### src/rtl/mv_pack_fifo.sv
// mv_pack_fifo: packs LANES moves per word into a DEPTH-entry FIFO, pads partial words on flush.
module mv_pack_fifo #(
    parameter int MV_W  = 19,
    parameter int LANES = 8,
    parameter int DEPTH = 16,
    parameter int OUT_W = 160,
    parameter int CNT_W = 8
) (
    input  logic             clk,
    input  logic             reset,
    input  logic             clear,
    input  logic             mv_valid,
    input  logic [MV_W-1:0]  mv_in,
    output logic             mv_ready,
    input  logic             flush,
    output logic             done,
    input  logic             rden,
    output logic [OUT_W-1:0] fifoOut,
    output logic             fifoEmpty,
    output logic [CNT_W-1:0] mv_count,
    output logic             overflow
);
    localparam int AW = $clog2(DEPTH);
    localparam int LW = (LANES > 1) ? $clog2(LANES) : 1;
    localparam int WW = LANES * MV_W;
    localparam logic [1:0] S_ACCEPT = 2'd0;
    localparam logic [1:0] S_PAD    = 2'd1;
    localparam logic [1:0] S_DONE   = 2'd2;
    localparam logic [MV_W-1:0] PAD_MV = {1'b1, {(MV_W-1){1'b0}}};

    logic [1:0]       state_q, state_d;
    logic [LW-1:0]    lane_q, lane_d;
    logic [MV_W-1:0]  lanes_q [LANES];
    logic [MV_W-1:0]  lanes_d [LANES];
    logic [WW-1:0]    word_q, word_d, nxt_word;
    logic             pend_q, pend_d;
    logic [AW:0]      wr_q, wr_d, rd_q, rd_d;
    logic [OUT_W-1:0] out_q, out_d;
    logic [CNT_W-1:0] cnt_q, cnt_d;
    logic             ovf_q, ovf_d;
    logic [OUT_W-1:0] mem_q [DEPTH];
    logic             full, empty, push, pop, accept, last, load, inc, sat;

    assign empty     = wr_q == rd_q;
    assign full      = (wr_q[AW-1:0] == rd_q[AW-1:0]) && (wr_q[AW] != rd_q[AW]);
    assign push      = pend_q && !full;
    assign pop       = rden && !empty;
    assign mv_ready  = (state_q == S_ACCEPT) && !(pend_q && full);
    assign accept    = mv_valid && mv_ready;
    assign last      = accept && (lane_q == LW'(LANES - 1));
    assign load      = (state_q == S_PAD) && !pend_q && (lane_q != '0);
    assign inc       = accept && !mv_in[MV_W-1];
    assign sat       = cnt_q == '1;
    assign done      = state_q == S_DONE;
    assign fifoOut   = out_q;
    assign fifoEmpty = empty;
    assign mv_count  = cnt_q;
    assign overflow  = ovf_q;

    always_comb begin
        lanes_d = lanes_q;
        if (accept) lanes_d[lane_q] = mv_in;
        nxt_word = '0;
        for (int i = 0; i < LANES; i++) nxt_word[WW-1-i*MV_W -: MV_W] = lanes_d[i];
        lane_d  = (last || load) ? '0 : lane_q + LW'(accept);
        word_d  = (last || load) ? nxt_word : word_q;
        pend_d  = last || load || (pend_q && !push);
        cnt_d   = cnt_q + CNT_W'(inc && !sat);
        ovf_d   = ovf_q || (inc && sat);
        wr_d    = wr_q + (AW+1)'(push);
        rd_d    = rd_q + (AW+1)'(pop);
        out_d   = pop ? mem_q[rd_q[AW-1:0]] : out_q;
        state_d = (state_q == S_ACCEPT && flush) ? S_PAD :
                  (state_q == S_PAD && !pend_q && lane_q == '0) ? S_DONE : state_q;
        // a completed or padded word leaves the lane buffer pre-filled with pad slots
        if (last || load || clear) for (int i = 0; i < LANES; i++) lanes_d[i] = PAD_MV;
        if (clear) begin
            state_d = S_ACCEPT;
            lane_d  = '0;
            pend_d  = 1'b0;
            cnt_d   = '0;
            ovf_d   = 1'b0;
            wr_d    = '0;
            rd_d    = '0;
            out_d   = out_q;
        end
    end

    always_ff @(posedge clk or negedge reset) begin
        if (!reset) begin
            state_q <= S_ACCEPT;
            lane_q  <= '0;
            for (int i = 0; i < LANES; i++) lanes_q[i] <= PAD_MV;
            word_q  <= '0;
            pend_q  <= 1'b0;
            wr_q    <= '0;
            rd_q    <= '0;
            out_q   <= '0;
            cnt_q   <= '0;
            ovf_q   <= 1'b0;
        end else begin
            state_q <= state_d;
            lane_q  <= lane_d;
            lanes_q <= lanes_d;
            word_q  <= word_d;
            pend_q  <= pend_d;
            wr_q    <= wr_d;
            rd_q    <= rd_d;
            out_q   <= out_d;
            cnt_q   <= cnt_d;
            ovf_q   <= ovf_d;
        end
    end

    always_ff @(posedge clk) begin
        if (push) mem_q[wr_q[AW-1:0]] <= OUT_W'(word_q);
    end
endmodule

### config.mk
export PLATFORM = sky130hd
export DESIGN_NAME = mv_pack_fifo
export DESIGN_NICKNAME = d
export VERILOG_FILES = /design/src/rtl/mv_pack_fifo.sv
export SDC_FILE = /design/constraint.sdc
export NUM_CORES = 2
export LEC_CHECK = 0
export ABC_AREA = 1
export CORE_UTILIZATION = 32
export CTS_BUF_LIST = sky130_fd_sc_hd__clkbuf_4 sky130_fd_sc_hd__clkbuf_8
export DETAILED_ROUTE_END_ITERATION = 16
export PLACE_DENSITY = 0.45
export RECOVER_POWER = 100
export REMOVE_ABC_BUFFERS = 1
export SLEW_MARGIN = 10
export SYNTH_ARGS = -nofsm -noshare
export SYNTH_HDL_FRONTEND = slang
export SYNTH_SLANG_ARGS = --single-unit
### constraint.sdc
create_clock -name clk -period 19.5 [get_ports clk]
set_clock_uncertainty 0.15 [all_clocks]
set_input_delay 3.9 -clock clk [delete_from_list [all_inputs] [get_ports clk]]
set_output_delay 3.9 -clock clk [all_outputs]
set_load 0.01 [all_outputs]
==> results.json <==
{
  "outcome": "finished, violations left",
  "failing_checks": "max-capacitance violations, max-slew violations",
  "wire_length_of_the_first_global_routing_pass_um": 517000,
  "timing_worst_slew_pin_value_ns": 8.90,
  "postCtsHoldBufs": 0,
  "cts_root_buffer": "sky130_fd_sc_hd__clkbuf_8",
  "grt.overflow.total": 0,
  "synth_largest_area_cell": "sky130_fd_sc_hd__edfxtp_1",
  "timing.final.hold_violations": 0,
  "drt_first_iter_violations": 6215,
  "hp-class": "reg -> reg",
  "synth_seq_cells": 2913,
  "vdd_drop_max_v": 0.0000530,
  "grt_usage_pct": 19.2,
  "avgViaCountPerCell": 5.07,
  "post_synth.cell_area_avg_um2": 12.0,
  "floorplan.rows": 219,
  "syn_std_cell_area_mm2": 0.115,
  "total_leakage_power_nw": 47.3,
  "share_of_final_layout_standard_cells_stronger_than_drive_strength_1_pct": 9.03,
  "cts.sinks": 2913,
  "final_design_area_no_fill_mm2": 0.131,
  "post-route-period-util_pct": 68.1,
  "post-route-min-period_ns": 13.28,
  "synth_async_sr_flop_share_pct": 16.5,
  "cpPeakStageDelay_ns": 4.55,
  "drcViolationCount": 0,
  "synth_enable_flop_cells": 2432,
  "critical_path.most_common_cell": "sky130_fd_sc_hd__nand2_1",
  "wl_um": 356000,
  "grt_max_degree": 194,
  "slew_viol_final": 2571,
  "fillers": 34600,
  "place.port_buffers": 188,
  "max-slew-margin-rel_pct": -493,
  "yosys.cell_types.count": 33,
  "initial_core_utilization_pct": 32.2,
  "overall_die_height_um": 602,
  "rsz0062_at_grt": "false",
  "grt_antenna_before_repair": 22,
  "cts_tree": "yes",
  "postRouteAntennaNets": 0,
  "insertion_delay_ns": 1.16,
  "synthFlopType": "sky130_fd_sc_hd__edfxtp_1",
  "clock_tree.htree_level_count": 5,
  "post_cts.repair.setup_buffers": 0,
  "place.detailed.hpwl_um": 175000,
  "worstPathRequired_ns": 15.45,
  "flow.area_growth_from_synthesis_pct": 13.8,
  "first_global_vias": 74800,
  "critPathKind": "reg -> out",
  "main_area_contributors_after_synthesis": "sky130_fd_sc_hd__edfxtp_1 63%, sky130_fd_sc_hd__dfrtp_1 10%, sky130_fd_sc_hd__nand2_1 6.2%",
  "crit_arrival_ns": 9.23,
  "top_fanout_value_on_the_critical_path": 65,
  "placedInstanceArea_mm2": 0.122,
  "post_cts_resize_count": 0,
  "fin_tns_setup_ns": 0,
  "io_pins": 197,
  "cap_violations": 63,
  "cts_inserted_buffers": 482,
  "path_clk_slew_ns": 0.06,
  "wire_per_inst_um": 23.9,
  "clock_path_buffers": 4,
  "synthesis.yosys.warnings": 0,
  "maxClockFrequency_mhz": 75.3,
  "critical-path-slowest-cell": "sky130_fd_sc_hd__clkinvlp_2",
  "nNetsFinal": 9749,
  "syn_inst": 9562,
  "die_x_um": 602,
  "num_vias": 75500,
  "final_setup_violations": 0,
  "yosysSeqAreaShare_pct": 73.9,
  "core_area_mm2": 0.357,
  "power_density_mw_per_mm2": 106,
  "critical_path_endpoint_category": "primary output",
  "die_ar_mm2": 0.362,
  "firstDrtPassIters": 6,
  "synthDominantCellAreaShare_pct": 63.5,
  "cp_cell_sequence": "clkinvlp_2, nand2_1, nand2_1, nor2_1, nand4_1, nand2_1, inv_1, dlygate4sd3_1",
  "startpoint_type": "flop",
  "globalplace.congestion": 0.744
}
state kept, by name, indices dropped and copies added, names as in the netlist:
register,cells
rd_q,5
state_q,2
lanes_q,152
fifoOut,152
pend_q,1
wr_q,5
mem_q,2432
overflow,1
word_q,152
mv_count,8
lane_q,3
metrics by stage:
step / total power, W / instances / hold WS (ns) / setup slack [ns] / utilization (%)
6_report: 0.0139 / 14900 / 0.322 / 6.22 / 36.7
5_1_grt: 0.0145 / 14900 / 0.352 / 5.64 / 36.7
4_1_cts: 0.0142 / 14900 / 0.331 / 11.16 / 36.8
3_5_place_dp: 0.00869 / 14000 / 0.315 / 11.72 / 34.1
3_3_place_gp: 0.00867 / 14000 / 0.311 / 11.81 / 34.1
2_1_floorplan: 0.00798 / 8908 / 0.365 / -68.88 / -
cell usage after synthesis (2+ instances only):
cell / n
sky130_fd_sc_hd__a21oi_1: 168
sky130_fd_sc_hd__buf_1: 60
sky130_fd_sc_hd__buf_2: 170
sky130_fd_sc_hd__buf_4: 12
sky130_fd_sc_hd__buf_6: 9
sky130_fd_sc_hd__clkbuf_1: 410
sky130_fd_sc_hd__dfrtp_1: 473
sky130_fd_sc_hd__dfstp_2: 8
sky130_fd_sc_hd__edfxtp_1: 2432
sky130_fd_sc_hd__ha_1: 8
sky130_fd_sc_hd__inv_1: 85
sky130_fd_sc_hd__inv_2: 8
sky130_fd_sc_hd__nand2_1: 1908
sky130_fd_sc_hd__nand3_1: 103
sky130_fd_sc_hd__nand4_2: 2
sky130_fd_sc_hd__nor2_1: 1473
sky130_fd_sc_hd__nor2_2: 2
sky130_fd_sc_hd__nor3_1: 5
sky130_fd_sc_hd__o211ai_1: 384
sky130_fd_sc_hd__o21ai_0: 1405
sky130_fd_sc_hd__o21ai_1: 53
sky130_fd_sc_hd__o22ai_1: 369
sky130_fd_sc_hd__o31ai_1: 2
sky130_fd_sc_hd__xnor2_1: 3
sky130_fd_sc_hd__xor2_1: 2
final cells by class:
type	instances	area (um2)	area share (%)
flip-flops and latches	2913	85100	65.0
clock inverters	153	946	0.723
repair buffers	324	2790	2.13
multi-input cells	5902	26900	20.6
diodes	7	17.5	0.0134
clock buffers	733	8770	6.70
inverters	93	382	0.292
well taps	4751	5940	4.54
kinds of logic after synthesis:
logic type / synth area share (%)
and+or+nand+nor: 11.6
buffers and inverters: 2.74
xor gates and xnor gates: 0.0381
other: 0.00326
DFF: 73.9
AOI/OAI and AO/OA: 11.6
adders and majority gates: 0.0870
path summary, 6_finish.rpt:
check	from	endpoint	slack (ns)	cells after the start
max in group asynchronous	reset	rd_q[1]	8.63	3
worst max-delay path	rd_q[3]	mv_ready	6.22	8
worst min-delay path	fifoOut[60]	fifoOut[60]	0.32	2
worst min register to register	fifoOut[60]	fifoOut[60]	0.32	2
min in group asynchronous	reset	fifoOut[73]	4.06	1
worst max register to register	rd_q[3]	mem_q[15][70]	6.35	11
per-layer routing:
layer,track usage (%),vias to the layer above,wire (um)
met1,26.3,38400,161000
met2,31.8,2032,167000
met4,4.81,2,8500
li1,-,34500,-
met3,2.91,533,18800
met5,0,-,13
worst max-delay path: cells and delay by family (launching register included):
kind | cells | cell delay, ns
buffers and inverters | 3 | 5.21
and+or+nand+nor | 5 | 1.87
DFF | 1 | 0.99
layout by cell type (no fill, tap or decap), drive strengths merged, types with 22 or more instances in the layout:
cell | netlist | layout
clkinv | 0 | 129
o22ai | 369 | 369
clkdlybuf4s50 | 0 | 22
edfxtp | 2432 | 2432
a21oi | 168 | 168
nand2 | 1909 | 1909
o211ai | 384 | 384
nand3 | 104 | 104
o21ai | 1458 | 1458
dlygate4sd3 | 0 | 165
inv | 93 | 101
buf | 251 | 81
dfrtp | 473 | 473
nor2 | 1476 | 1476
clkbuf | 410 | 789
power breakdown:
| part | internal [W] | total, W | switching, W |
|---|---|---|---|
| Clock | 0.00296 | 0.00545 | 0.00249 |
| Sequential | 0.00709 | 0.00741 | 0.000322 |
| Combinational | 0.000398 | 0.00106 | 0.000667 |
Power figures use the tool's default switching activity.
